==> src/rtl/bus_pkg.sv <==
// Shared definitions for the serial system bus: initiator port state encoding
// and the encodings of the bus_mode and bus_m_rw signals.
package bus_pkg;

    typedef enum logic [2:0] {
        IDLE,
        REQ,
        ADDR,
        WDATA,
        WAIT_ACK,
        RDATA
    } m_state_t;

    localparam logic BUS_MODE_ADDR = 1'b0;
    localparam logic BUS_MODE_DATA = 1'b1;
    localparam logic BUS_RW_WRITE  = 1'b1;
    localparam logic BUS_RW_READ   = 1'b0;

endpackage

==> src/rtl/m_port.sv <==
// Initiator-side serial bus port: takes one parallel request, wins the bus, shifts the
// address and write data out LSB first, and collects the ack or the serial read data.
module m_port
    import bus_pkg::*;
#(
    parameter int unsigned ADDR_WIDTH = 16,
    parameter int unsigned DATA_WIDTH = 8,
    parameter int unsigned TIMEOUT    = 64
) (
    input  logic                  clk,
    input  logic                  rst,
    input  logic                  m_valid,
    input  logic                  m_rw,
    input  logic [ADDR_WIDTH-1:0] m_addr,
    input  logic [DATA_WIDTH-1:0] m_wdata,
    output logic                  m_ready,
    output logic [DATA_WIDTH-1:0] m_rdata,
    output logic                  m_rdata_valid,
    output logic                  m_done,
    output logic                  m_err,
    output logic                  bus_m_req,
    input  logic                  bus_m_grant,
    output logic                  bus_data_out,
    output logic                  bus_data_out_valid,
    output logic                  bus_mode,
    output logic                  bus_m_rw,
    input  logic                  bus_data_in,
    input  logic                  bus_data_in_valid,
    input  logic                  bus_s_ack
);

    localparam int unsigned MaxW  = (ADDR_WIDTH > DATA_WIDTH) ? ADDR_WIDTH : DATA_WIDTH;
    localparam int unsigned CntW  = $clog2(MaxW + 1);
    localparam int unsigned IdleW = $clog2(TIMEOUT + 1);
    localparam int unsigned RIdxW = (DATA_WIDTH > 1) ? $clog2(DATA_WIDTH) : 1;

    localparam logic [CntW-1:0]  AddrLast = CntW'(ADDR_WIDTH - 1);
    localparam logic [CntW-1:0]  DataLast = CntW'(DATA_WIDTH - 1);
    localparam logic [IdleW-1:0] IdleLast = IdleW'(TIMEOUT - 1);

    m_state_t              state_q, state_d;
    logic [ADDR_WIDTH-1:0] addr_sh_q, addr_sh_d;
    logic [DATA_WIDTH-1:0] data_sh_q, data_sh_d;
    logic [DATA_WIDTH-1:0] cap_q, cap_d;
    logic [CntW-1:0]       cnt_q, cnt_d;
    logic [IdleW-1:0]      idle_q, idle_d;

    logic                  m_ready_q, m_ready_d;
    logic [DATA_WIDTH-1:0] m_rdata_q, m_rdata_d;
    logic                  m_rdata_valid_q, m_rdata_valid_d;
    logic                  m_done_q, m_done_d;
    logic                  m_err_q, m_err_d;
    logic                  bus_m_req_q, bus_m_req_d;
    logic                  bus_data_out_q, bus_data_out_d;
    logic                  bus_data_out_valid_q, bus_data_out_valid_d;
    logic                  bus_mode_q, bus_mode_d;
    logic                  bus_m_rw_q, bus_m_rw_d;

    logic                  txn_end;
    logic                  txn_err;
    logic [RIdxW-1:0]      rd_idx;
    logic [DATA_WIDTH-1:0] cap_next;

    always_comb begin
        rd_idx           = cnt_q[RIdxW-1:0];
        cap_next         = cap_q;
        cap_next[rd_idx] = bus_data_in;
    end

    always_comb begin
        state_d              = state_q;
        addr_sh_d            = addr_sh_q;
        data_sh_d            = data_sh_q;
        cap_d                = cap_q;
        cnt_d                = cnt_q;
        idle_d               = idle_q;
        m_ready_d            = m_ready_q;
        m_rdata_d            = m_rdata_q;
        m_rdata_valid_d      = 1'b0;
        m_done_d             = 1'b0;
        m_err_d              = 1'b0;
        bus_m_req_d          = bus_m_req_q;
        bus_data_out_d       = bus_data_out_q;
        bus_data_out_valid_d = bus_data_out_valid_q;
        bus_mode_d           = bus_mode_q;
        bus_m_rw_d           = bus_m_rw_q;
        txn_end              = 1'b0;
        txn_err              = 1'b0;

        unique case (state_q)
            IDLE: begin
                // m_ready_q is low in the m_done cycle, which enforces one idle cycle
                m_ready_d = 1'b1;
                if (m_ready_q && m_valid) begin
                    addr_sh_d   = m_addr;
                    data_sh_d   = m_wdata;
                    bus_m_rw_d  = m_rw;
                    m_ready_d   = 1'b0;
                    bus_m_req_d = 1'b1;
                    state_d     = REQ;
                end
            end
            REQ: begin
                if (bus_m_grant) begin
                    state_d              = ADDR;
                    cnt_d                = '0;
                    bus_mode_d           = BUS_MODE_ADDR;
                    bus_data_out_valid_d = 1'b1;
                    bus_data_out_d       = addr_sh_q[0];
                    addr_sh_d            = addr_sh_q >> 1;
                end
            end
            ADDR: begin
                if (!bus_m_grant) begin
                    txn_end = 1'b1;
                    txn_err = 1'b1;
                end else if (cnt_q == AddrLast) begin
                    cnt_d      = '0;
                    idle_d     = '0;
                    bus_mode_d = BUS_MODE_DATA;
                    if (bus_m_rw_q == BUS_RW_WRITE) begin
                        state_d        = WDATA;
                        bus_data_out_d = data_sh_q[0];
                        data_sh_d      = data_sh_q >> 1;
                    end else begin
                        state_d              = RDATA;
                        cap_d                = '0;
                        bus_data_out_valid_d = 1'b0;
                        bus_data_out_d       = 1'b0;
                    end
                end else begin
                    cnt_d          = cnt_q + 1'b1;
                    bus_data_out_d = addr_sh_q[0];
                    addr_sh_d      = addr_sh_q >> 1;
                end
            end
            WDATA: begin
                if (!bus_m_grant) begin
                    txn_end = 1'b1;
                    txn_err = 1'b1;
                end else if (cnt_q == DataLast) begin
                    state_d              = WAIT_ACK;
                    idle_d               = '0;
                    bus_data_out_valid_d = 1'b0;
                    bus_data_out_d       = 1'b0;
                end else begin
                    cnt_d          = cnt_q + 1'b1;
                    bus_data_out_d = data_sh_q[0];
                    data_sh_d      = data_sh_q >> 1;
                end
            end
            WAIT_ACK: begin
                // Ack beats both grant loss and timeout expiry in the same cycle
                if (bus_s_ack) begin
                    txn_end = 1'b1;
                end else if (!bus_m_grant || idle_q == IdleLast) begin
                    txn_end = 1'b1;
                    txn_err = 1'b1;
                end else begin
                    idle_d = idle_q + 1'b1;
                end
            end
            RDATA: begin
                if (bus_data_in_valid && cnt_q == DataLast) begin
                    txn_end         = 1'b1;
                    m_rdata_d       = cap_next;
                    m_rdata_valid_d = 1'b1;
                end else if (!bus_m_grant) begin
                    txn_end = 1'b1;
                    txn_err = 1'b1;
                end else if (bus_data_in_valid) begin
                    cap_d  = cap_next;
                    cnt_d  = cnt_q + 1'b1;
                    idle_d = '0;
                end else if (idle_q == IdleLast) begin
                    txn_end = 1'b1;
                    txn_err = 1'b1;
                end else begin
                    idle_d = idle_q + 1'b1;
                end
            end
            default: state_d = IDLE;
        endcase

        if (txn_end) begin
            state_d              = IDLE;
            m_done_d             = 1'b1;
            m_err_d              = txn_err;
            bus_m_req_d          = 1'b0;
            bus_data_out_valid_d = 1'b0;
            bus_data_out_d       = 1'b0;
            bus_mode_d           = BUS_MODE_ADDR;
        end
    end

    always_ff @(posedge clk or posedge rst) begin
        if (rst) begin
            state_q              <= IDLE;
            addr_sh_q            <= '0;
            data_sh_q            <= '0;
            cap_q                <= '0;
            cnt_q                <= '0;
            idle_q               <= '0;
            m_ready_q            <= 1'b1;
            m_rdata_q            <= '0;
            m_rdata_valid_q      <= 1'b0;
            m_done_q             <= 1'b0;
            m_err_q              <= 1'b0;
            bus_m_req_q          <= 1'b0;
            bus_data_out_q       <= 1'b0;
            bus_data_out_valid_q <= 1'b0;
            bus_mode_q           <= BUS_MODE_ADDR;
            bus_m_rw_q           <= BUS_RW_READ;
        end else begin
            state_q              <= state_d;
            addr_sh_q            <= addr_sh_d;
            data_sh_q            <= data_sh_d;
            cap_q                <= cap_d;
            cnt_q                <= cnt_d;
            idle_q               <= idle_d;
            m_ready_q            <= m_ready_d;
            m_rdata_q            <= m_rdata_d;
            m_rdata_valid_q      <= m_rdata_valid_d;
            m_done_q             <= m_done_d;
            m_err_q              <= m_err_d;
            bus_m_req_q          <= bus_m_req_d;
            bus_data_out_q       <= bus_data_out_d;
            bus_data_out_valid_q <= bus_data_out_valid_d;
            bus_mode_q           <= bus_mode_d;
            bus_m_rw_q           <= bus_m_rw_d;
        end
    end

    assign m_ready            = m_ready_q;
    assign m_rdata            = m_rdata_q;
    assign m_rdata_valid      = m_rdata_valid_q;
    assign m_done             = m_done_q;
    assign m_err              = m_err_q;
    assign bus_m_req          = bus_m_req_q;
    assign bus_data_out       = bus_data_out_q;
    assign bus_data_out_valid = bus_data_out_valid_q;
    assign bus_mode           = bus_mode_q;
    assign bus_m_rw           = bus_m_rw_q;

endmodule

==> config.mk <==
export PLATFORM = sky130hd
export DESIGN_NAME = m_port
export DESIGN_NICKNAME = d
export VERILOG_FILES = /design/src/rtl/bus_pkg.sv /design/src/rtl/m_port.sv
export SDC_FILE = /design/constraint.sdc
export NUM_CORES = 1
export LEC_CHECK = 0
export ABC_AREA = 1
export CELL_PAD_IN_SITES_DETAIL_PLACEMENT = 1
export CELL_PAD_IN_SITES_GLOBAL_PLACEMENT = 1
export CORE_MARGIN = 5
export CORE_UTILIZATION = 41
export CTS_CLUSTER_SIZE = 24
export DETAILED_ROUTE_END_ITERATION = 8
export PLACE_DENSITY_LB_ADDON = 0.1
export SLEW_MARGIN = 20
export SYNTH_ARGS = -nofsm -noshare
export SYNTH_HDL_FRONTEND = slang
export SYNTH_SLANG_ARGS = --single-unit
==> constraint.sdc <==
create_clock -name clk -period 5.79 [get_ports clk]
set_input_delay 1.158 -clock clk [delete_from_list [all_inputs] [get_ports clk]]
set_output_delay 1.158 -clock clk [all_outputs]
set_load 0.02 [all_outputs]
==> results.yml <==
status:
  status: "completed"
grt:
  grt_pass1_wl_mm: 17.2
  antenna_found_initial: 0
  grtUsageTotal_pct: 19.1
  grt_remaining_overflow: 0
  grt_pass1_vias: 3544
  grt_max_degree: 65
logic_synthesis:
  syn_nets: 532
  ys_types: 32
  synth_most_common_cell: "nand2_1"
  synth_commonest_cells: "nand2_1, o21ai_0, dfrtp_1"
  ys_async_sr_fraction_pct: 100
  ys.flop_type: "dfrtp_1"
  syn_inst: 493
  yosysTopAreaCellShare_pct: 43.5
  syn-cell-area_mm2: 0.00363
  synth_seq_cells: 64
  yosys.area.top_type: "dfrtp_1"
  seq_area_frac_synth_pct: 44.2
  ys_warn_count: 0
  synth-edff-count: 0
  synth.avg_cell_area_um2: 7.36
  netlist_top_cells_area: "dfrtp_1, nand2_1, o21ai_0"
layout:
  stdcell_count: 651
  multi_input_area_mm2: 0.00173
  diodes: 0
  syn2layout_area_growth_pct: 20.8
  final_net_count: 577
  ff_latch_area_mm2: 0.00160
  post-route-util_pct: 50.5
  fillers: 1130
  drive_above_1_share_pct: 8.10
job:
  max_cap_viol_count: 0
pwr:
  p_leak_uw: 0.00208
  irDropWorstVdd_mv: 0.161
  powerDensity_mw_per_mm2: 460
clocking:
  cts_hold_buf: 0
  numCtsBuffers: 9
  clock_path_buffers: 2
  clkTransAtPathRegs_ps: 70
  htreeDepth: 3
  cts_tree: "done"
  cts_setup_buffers: 0
  clk_latency_ps: 350
  cts_root_buffer: "clkbuf_8"
  cts-resized-gates: 0
  cts_sinks: 64
route:
  drc: 0
  drt-met1-wl_mm: 4.67
  top_layer: "met4"
  dr_wl_met3_um: 307
  wl_per_cell_um: 15.4
  wl_met2_mm: 4.80
  vias: 3457
  postRouteWirelength_mm: 10.0
  drt_iter0_drc: 79
  dr.pass1.iters: 4
  ant_nets: 0
  routed_via_density: 5.31
worst_setup_path:
  r2r_cells: 12
  critical_path.endpoint_type: "register"
  r2r-start: "cnt_q[1]"
  cp_max_fo: 16
  cp_data_arrival_time_ps: 3000
  startpoint_type: "input pin"
  path_class: "in2reg"
  crit_required_ps: 6060
  reg2reg_setup_slack_ps: 3120
  r2r-end: "state_q[2]"
hold_path:
  whs_endpoint: "cap_q[5]"
  hold_class: "reg2reg"
  min_from: "cap_q[5]"
  hold_path_depth: 2
floorplan:
  std_cell_rows: 34
  pin_count: 49
  die_h_um: 104
  fp.dieArea_mm2: 0.0108
  core_area_mm2: 0.00868
  die_x_um: 104
  initial_core_util_pct: 41.8
sta:
  period_needed_ps: 2730
  hold_viol: 0
  slew_violations: 0
  rsz0062_at_grt: "no"
  finalClockSkew_ps: 10.5
  max_freq_mhz: 366
  tightest_slew_ps: 828
  slew_headroom_pct: 44.8
  finalCritPeriodShare_pct: 47.2
  setup_tns_ps: 0
  fin_ws_ps: 3060
  finalSetupViolCount: 0
placement:
  dp_hpwl_mm: 7.04
  io_buffers: 48
  place_congestion: 0.925
  place_ws_ps: 2570
  placed_cells: 635
## cell usage in the layout (no fill, tap or decap), types with 2 or more instances in the layout
cell             count
a21oi_1             15
clkbuf_8            11
clkdlybuf4s50_1     48
clkinv_2             2
clkinvlp_4           2
dfrtp_1             63
ha_1                 7
inv_1               50
inv_2                8
nand2_1            129
nand2_2              7
nand3_1             37
nand3_2              2
nand4_1              5
nor2_1              48
nor2_2               2
nor3_1               4
o21ai_0             74
o21ai_1              5
o31ai_1              9
## through the flow
step / hold WS, ps / instance area (um^2) / power, uW
final: 477 / 4380 / 2020
after global routing: 507 / 4380 / 2200
after CTS: 486 / 4370 / 2030
after detailed placement: 469 / 4170 / 1600
after global placement: 453 / 4170 / 1560
after floorplan: 442 / 3630 / 1360
## state kept, by name, summed over array words and instances, names as in the netlist
register	flops
bus_m_rw	1
m_ready	1
bus_data_out	1
cnt_q	5
bus_data_out_valid	1
m_rdata	8
m_done	1
bus_mode	1
addr_sh_q	16
cap_q	8
state_q	3
m_err	1
data_sh_q	8
bus_m_req	1
m_rdata_valid	1
idle_q	7
## kinds of logic after synthesis
kind of cell    Yosys count  share of synthesized area, %
simple gates            240                          28.9
compound gates          107                          15.7
buf+inv                  73                          8.28
flops                    64                          44.2
fa+ha+maj                 7                          2.41
xor+xnor                  2                         0.483
## layer usage
| metal | vias up | global-route usage (%) |
|---|---|---|
| met3 | 20 | 3.29 |
| met5 | - | 0 |
| met1 | 1673 | 25.0 |
| met4 | 0 | 7.86 |
| met2 | 75 | 31.3 |
| li1 | 1689 | - |
## where the power goes
group | switching, uW | leakage, uW | total (uW) | internal [uW]
registers | 84.1 | 0.000842 | 660 | 576
clock network | 193 | 0.000101 | 414 | 221
logic | 656 | 0.00114 | 943 | 287
total | 934 | 0.00208 | 2020 | 1080
## how the worst max path moves through the flow
stage,from,end,slack (ps),depth (start not counted)
after detailed placement,bus_m_grant,addr_sh_q[8],2570,4
after global placement,m_valid,addr_sh_q[6],2690,6
final,bus_m_grant,data_sh_q[7],3060,7
after CTS,m_valid,addr_sh_q[15],2930,6
after floorplan,rst,addr_sh_q[0],3040,1
after global routing,bus_m_grant,data_sh_q[7],2860,7
## worst max-delay path, stage by stage
cell and delay [ps]:
clkdlybuf4s50_1 610, inv_2 140, nand3_1 140, nand2_1 130
nor3b_4 550, nand3_1 140, o21ai_1 120
## cell type report
type,instances,area share [%]
Multi-Input combinational cell,356,39.5
Sequential cell,64,36.6
Timing Repair Buffer,49,11.1
Inverter,58,4.97
Clock buffer,11,3.46
Tap cell,108,3.08
Clock inverter,5,1.26
No activity file was read; power rests on OpenSTA's default activity.
